--- src/rtl/mul_seq_pkg.sv ---
// Shared types and constants for the sequential multiplier controller.
// Early termination is selected by MUL_SEQ_EARLY_TERM_EN in mul_seq_ctrl.
package mul_seq_pkg;

  typedef enum logic [2:0] {
    IDLE = 3'd0,
    PREP = 3'd1,
    RUN  = 3'd2,
    FIX  = 3'd3,
    DONE = 3'd4
  } mul_state_t;

  localparam int MUL_WIDTH = 32;

  // EX-stage request decode keys SMUL off this ALU_Ctrl code.
  localparam logic [3:0] ALU_CTRL_SMUL = 4'd13;

endpackage

--- src/rtl/mul_shift_add_step.sv ---
// One radix-2 shift-add iteration: conditional add of the multiplicand,
// then multiplicand shifts left and multiplier shifts right.
module mul_shift_add_step
  import mul_seq_pkg::*;
#(
  parameter int WIDTH = MUL_WIDTH
) (
  input  logic [2*WIDTH-1:0] acc,
  input  logic [2*WIDTH-1:0] mcand,
  input  logic [WIDTH-1:0]   mplr,
  output logic [2*WIDTH-1:0] acc_next,
  output logic [2*WIDTH-1:0] mcand_next,
  output logic [WIDTH-1:0]   mplr_next
);

  logic [2*WIDTH-1:0] addend;

  for (genvar gi = 0; gi < 2*WIDTH; gi++) begin : g_addend
    assign addend[gi] = mcand[gi] & mplr[0];
  end

  assign acc_next   = acc + addend;
  assign mcand_next = {mcand[2*WIDTH-2:0], 1'b0};
  assign mplr_next  = {1'b0, mplr[WIDTH-1:1]};

endmodule

--- src/rtl/mul_seq_ctrl.sv ---
// Iterative signed/unsigned multiplier controller with pipeline stall.
// Define MUL_SEQ_EARLY_TERM_EN to stop iterating once the multiplier is exhausted.
module mul_seq_ctrl
  import mul_seq_pkg::*;
#(
  parameter int WIDTH = MUL_WIDTH
) (
  input  logic             clk_i,
  input  logic             rst_i,
  input  logic             start_i,
  input  logic             signed_i,
  input  logic [WIDTH-1:0] src1_i,
  input  logic [WIDTH-1:0] src2_i,
  input  logic             flush_i,
  output logic             stall_o,
  output logic             busy_o,
  output logic             done_o,
  output logic [WIDTH-1:0] hi_o,
  output logic [WIDTH-1:0] lo_o
);

  localparam int CNT_W = (WIDTH > 1) ? $clog2(WIDTH) : 1;
  localparam logic [CNT_W-1:0] CNT_LAST = CNT_W'(WIDTH - 1);

  mul_state_t state_reg, state_next;

  logic [WIDTH-1:0]   src1_reg, src2_reg;
  logic               signed_reg;
  logic               neg_reg;
  logic [2*WIDTH-1:0] mcand_reg;
  logic [WIDTH-1:0]   mplr_reg;
  logic [2*WIDTH-1:0] acc_reg;
  logic [CNT_W-1:0]   cnt_reg;
  logic [WIDTH-1:0]   hi_reg, lo_reg;

  logic               accept;
  logic               run_last;
  logic [WIDTH-1:0]   abs1, abs2;
  logic [2*WIDTH-1:0] acc_step, mcand_step;
  logic [WIDTH-1:0]   mplr_step;
  logic [2*WIDTH-1:0] acc_fixed;

  assign accept = start_i & ~flush_i;

  // Negating the most negative value yields its correct unsigned magnitude.
  assign abs1 = (signed_reg && src1_reg[WIDTH-1]) ? -src1_reg : src1_reg;
  assign abs2 = (signed_reg && src2_reg[WIDTH-1]) ? -src2_reg : src2_reg;

  assign acc_fixed = neg_reg ? -acc_reg : acc_reg;

  mul_shift_add_step #(
    .WIDTH(WIDTH)
  ) u_step (
    .acc       (acc_reg),
    .mcand     (mcand_reg),
    .mplr      (mplr_reg),
    .acc_next  (acc_step),
    .mcand_next(mcand_step),
    .mplr_next (mplr_step)
  );

`ifdef MUL_SEQ_EARLY_TERM_EN
  assign run_last = (cnt_reg == CNT_LAST) || (mplr_step == '0);
`else
  assign run_last = (cnt_reg == CNT_LAST);
`endif

  always_ff @(posedge clk_i) begin
    if (rst_i) begin
      state_reg <= IDLE;
    end else begin
      state_reg <= state_next;
    end
  end

  always_comb begin
    state_next = state_reg;
    stall_o    = 1'b0;
    busy_o     = 1'b1;
    done_o     = 1'b0;
    case (state_reg)
      IDLE: begin
        busy_o  = 1'b0;
        stall_o = accept;
        if (accept) begin
          state_next = PREP;
        end
      end
      PREP: begin
        stall_o = 1'b1;
        if (flush_i) begin
          state_next = IDLE;
        end else begin
`ifdef MUL_SEQ_EARLY_TERM_EN
          state_next = (abs2 == '0) ? FIX : RUN;
`else
          state_next = RUN;
`endif
        end
      end
      RUN: begin
        stall_o = 1'b1;
        if (flush_i) begin
          state_next = IDLE;
        end else if (run_last) begin
          state_next = FIX;
        end
      end
      FIX: begin
        stall_o    = 1'b1;
        state_next = flush_i ? IDLE : DONE;
      end
      DONE: begin
        // Stall drops here so EX captures hi/lo in this cycle.
        done_o     = 1'b1;
        state_next = IDLE;
      end
      default: begin
        busy_o     = 1'b0;
        state_next = IDLE;
      end
    endcase
  end

  always_ff @(posedge clk_i) begin
    if (rst_i) begin
      src1_reg   <= '0;
      src2_reg   <= '0;
      signed_reg <= 1'b0;
      neg_reg    <= 1'b0;
      mcand_reg  <= '0;
      mplr_reg   <= '0;
      acc_reg    <= '0;
      cnt_reg    <= '0;
      hi_reg     <= '0;
      lo_reg     <= '0;
    end else begin
      case (state_reg)
        IDLE: begin
          if (accept) begin
            src1_reg   <= src1_i;
            src2_reg   <= src2_i;
            signed_reg <= signed_i;
          end
        end
        PREP: begin
          mcand_reg <= {{WIDTH{1'b0}}, abs1};
          mplr_reg  <= abs2;
          neg_reg   <= signed_reg & (src1_reg[WIDTH-1] ^ src2_reg[WIDTH-1]);
          acc_reg   <= '0;
          cnt_reg   <= '0;
        end
        RUN: begin
          acc_reg   <= acc_step;
          mcand_reg <= mcand_step;
          mplr_reg  <= mplr_step;
          cnt_reg   <= cnt_reg + 1'b1;
        end
        FIX: begin
          if (!flush_i) begin
            hi_reg <= acc_fixed[2*WIDTH-1:WIDTH];
            lo_reg <= acc_fixed[WIDTH-1:0];
          end
        end
        default: begin
        end
      endcase
    end
  end

  assign hi_o = hi_reg;
  assign lo_o = lo_reg;

endmodule

--- config.mk ---
export PLATFORM = sky130hd
export DESIGN_NAME = mul_seq_ctrl
export DESIGN_NICKNAME = d
export VERILOG_FILES = /design/src/rtl/mul_seq_pkg.sv /design/src/rtl/mul_shift_add_step.sv /design/src/rtl/mul_seq_ctrl.sv
export SDC_FILE = /design/constraint.sdc
export NUM_CORES = 1
export LEC_CHECK = 0
export CORE_ASPECT_RATIO = 1.5
export CORE_MARGIN = 1.5
export CORE_UTILIZATION = 50
export CTS_CLUSTER_DIAMETER = 80
export CTS_CLUSTER_SIZE = 14
export DETAILED_ROUTE_END_ITERATION = 10
export GPL_ROUTABILITY_DRIVEN = 0
export PLACE_DENSITY = 0.7
export SLEW_MARGIN = 0
export SYNTH_ARGS = -nofsm -noshare
export SYNTH_HDL_FRONTEND = slang
export SYNTH_SLANG_ARGS = --single-unit
--- constraint.sdc ---
create_clock -name clk_i -period 6.4 [get_ports clk_i]
set_input_delay 0.64 -clock clk_i [delete_from_list [all_inputs] [get_ports clk_i]]
set_output_delay 0.64 -clock clk_i [all_outputs]
set_load 0.05 [all_outputs]
==> impl_metrics.toml <==
[setup_path]
crit_family = "compound AO/OA/AOI/OAI gates"
ff2ff_path_depth = 14
crit_path_start_kind = "register"
crit_slowest_cell = "buf_4"
critPathArrivalTime_ns = 4.36
rrSetupSlack_ns = 2.52
path_buf_inv = 2
path_cells = "buf_4 -> and2_1 -> ha_1 -> inv_1 -> fa_1 -> nand2b_1 -> a21oi_1 -> o311ai_0 -> a21oi_1 -> o21ai_0 -> a21oi_1 -> a41oi_1 -> xor2_1 -> o21ai_0"
cpMostUsedCell = "a21oi_1"
cp.required_ns = 6.88
cp_max_fo = 65
crit_type = "register to register"
r2r_end = "acc_reg[62]"
slowest_delay_ns = 0.47
endpoint_kind = "register"
r2r-start = "mplr_reg[0]"

[placed_design]
port_buffers = 135
place_hpwl_um = 31800

[layout]
diodes = 0
fin_nets = 2429
fin_util_pct = 56.8
syn_to_final_growth_pct = 12.3
drive_above_1_share_pct = 2.84

[routing]
first_iter_violations = 1050
met1Wirelength_um = 19500
drt_pass1_iterations = 5
routed.top_layer = "met4"
ant_nets = 0
met2_length_um = 20600
vias_per_cell = 5.88
routed-wl-met3_um = 1800
drc = 0
dr_total_vias = 15963
wirelength_um = 43400
wl_per_cell_um = 16.0

[timing]
finalHoldViolCount = 0
slew_viol_final = 0
maxSlewHeadroom_pct = 21.8
finalSetupViolCount = 0
period_minus_slack_ns = 3.88
whs_ns = 0.447
fin_tns_setup_ns = 0
grt_setup_unrepaired = "false"
worst_pin_slew_ns = 1.17
fmax_mhz = 258
period_share_pct = 60.6
fin_skew_ns = 0.0252

[clock_network]
htreeDepth = 1
cts_tree = "yes"
cts_buffers = 25
worst_skew_pair.late_latency_ns = 0.56
cts_buffer_depth = 3
post-cts-setup-buffer-count = 0
clkTransAtPathRegs_ns = 0.07
postCtsHoldBufs = 0
ctsResizeCount = 0
cts-root-buf = "clkbuf_16"
cts.sinks = 298

[logic_synthesis]
synth.avg_cell_area_um2 = 7.64
netlist_area_um2 = 17300
synth_common_cells = "nand2_1 (374), dfxtp_1 (298), a21oi_1 (279)"
synth.top_cell.area_share_pct = 34.5
synth-edff-count = 0
yosysTopAreaCell = "dfxtp_1"
synth_most_common_cell = "nand2_1"
yosysWarnings = 0
synth_area_leaders = "dfxtp_1 (35%), nand2_1 (8.1%), a21oi_1 (8.1%)"
ys_seq_area_share_pct = 34.5
synth_top_flop_cell = "dfxtp_1"
ys_ff_latch = 298
synthCells = 2263
ys_types = 72
synthArstFlopShare_pct = 0
syn_nets = 2401

[outcome]
status = "complete, no violations"

[die]
num_io_pins = 136
start_util_pct = 50.6
die-height_um = 231
die_w_um = 155
fp.coreArea_um2 = 34200
die_area_um2 = 35700
rows = 83

[power_and_ir_drop]
p_per_area_nw_per_um2 = 181
power.leakage_nw = 7.27
ir_drop_mv = 0.187

[min_path]
hold_class = "register to register"
min_from = "hi_o[2]"
holdPathStages = 2
hold_end = "hi_o[2]"

[global_route]
grt_antenna_before_repair = 0
grt_start_max_net_pins = 107
grt_pass1_wl_um = 72800
track_usage_pct = 24.3
grt_overflow_total = 0
grt_pass1_vias = 15029

[flow_run]
cap_violations = 0
[power by group]
group          internal [W]  switching (W)
clock              0.000705       0.000666
combinational     0.0000931       0.000147
sequential          0.00188      0.0000293
total               0.00268       0.000842
[metrics by stage]
step | total power (W) | worst slack, ns | area (um2) | cells
after floorplan | 0.00210 | 3.29 | 17300 | 2263
after global placement | 0.00219 | 2.69 | 18800 | 2689
after detailed placement | 0.00219 | 2.65 | 18800 | 2689
after CTS | 0.00356 | 2.62 | 19400 | 2717
after global routing | 0.00366 | 2.29 | 19400 | 2717
final | 0.00352 | 2.52 | 19400 | 2717
[final cells by class]
type | instances | area (um2)
tap | 425 | 532
fill | 3238 | 14800
sequential | 298 | 5970
clock buffer | 26 | 639
timing repair buffer | 148 | 1450
clock inverter | 2 | 17.5
multi-input combinational | 1787 | 10700
inverter | 31 | 116
[cell families after synthesis]
logic type,share of synthesized area (%)
and+or+nand+nor,22.1
buffers and inverters,3.89
AOI/OAI and AO/OA,25.9
adders and majority gates,5.04
DFF,34.5
xor gates and xnor gates,8.31
muxes,0.232
[worst register-to-register path, cell delays in order, from the launching register on]
cell	delay, ns
dfxtp_1	0.33
buf_4	0.47
and2_1	0.23
ha_1	0.16
inv_1	0.05
fa_1	0.37
nand2b_1	0.19
a21oi_1	0.28
o311ai_0	0.20
a21oi_1	0.34
o21ai_0	0.33
a21oi_1	0.38
a41oi_1	0.18
xor2_1	0.16
o21ai_0	0.14
[cells in the final DEF, fill, tap and decap left out, types with 9 or more instances in the layout]
master	n
nor2_1	194
nand4_1	23
nor3_1	31
or4_1	14
o21bai_1	14
o21a_1	13
and2_1	71
o41ai_1	15
dfxtp_1	297
and3_1	18
buf_4	13
ha_1	68
o21ai_0	120
nor4_1	10
nand2b_1	11
nand2_1	373
a22oi_1	117
a211oi_1	49
a31oi_1	9
xor2_1	90
inv_1	31
a21oi_1	279
nand3_1	22
clkbuf_16	25
a21o_1	27
o31ai_1	25
xnor2_1	74
or3_1	16
clkdlybuf4s50_1	134
[how the worst max path moves through the flow]
stage / startpoint / endpoint / cells past startpoint
4_1_cts: mplr_reg[0] / acc_reg[62] / 14
3_3_place_gp: mplr_reg[0] / acc_reg[62] / 14
3_5_place_dp: mplr_reg[0] / acc_reg[62] / 14
6_report: mplr_reg[0] / acc_reg[62] / 14
5_1_grt: mplr_reg[0] / acc_reg[62] / 14
2_1_floorplan: mplr_reg[0] / acc_reg[45] / 14
[routing by layer]
metal  up-vias  global-route usage [%]
li1       8100                       -
met1      7334                    31.3
met2       433                    42.1
met3        96                    1.88
met4         0                    9.62
met5         -                       0
(Power assumes the default switching activity.)
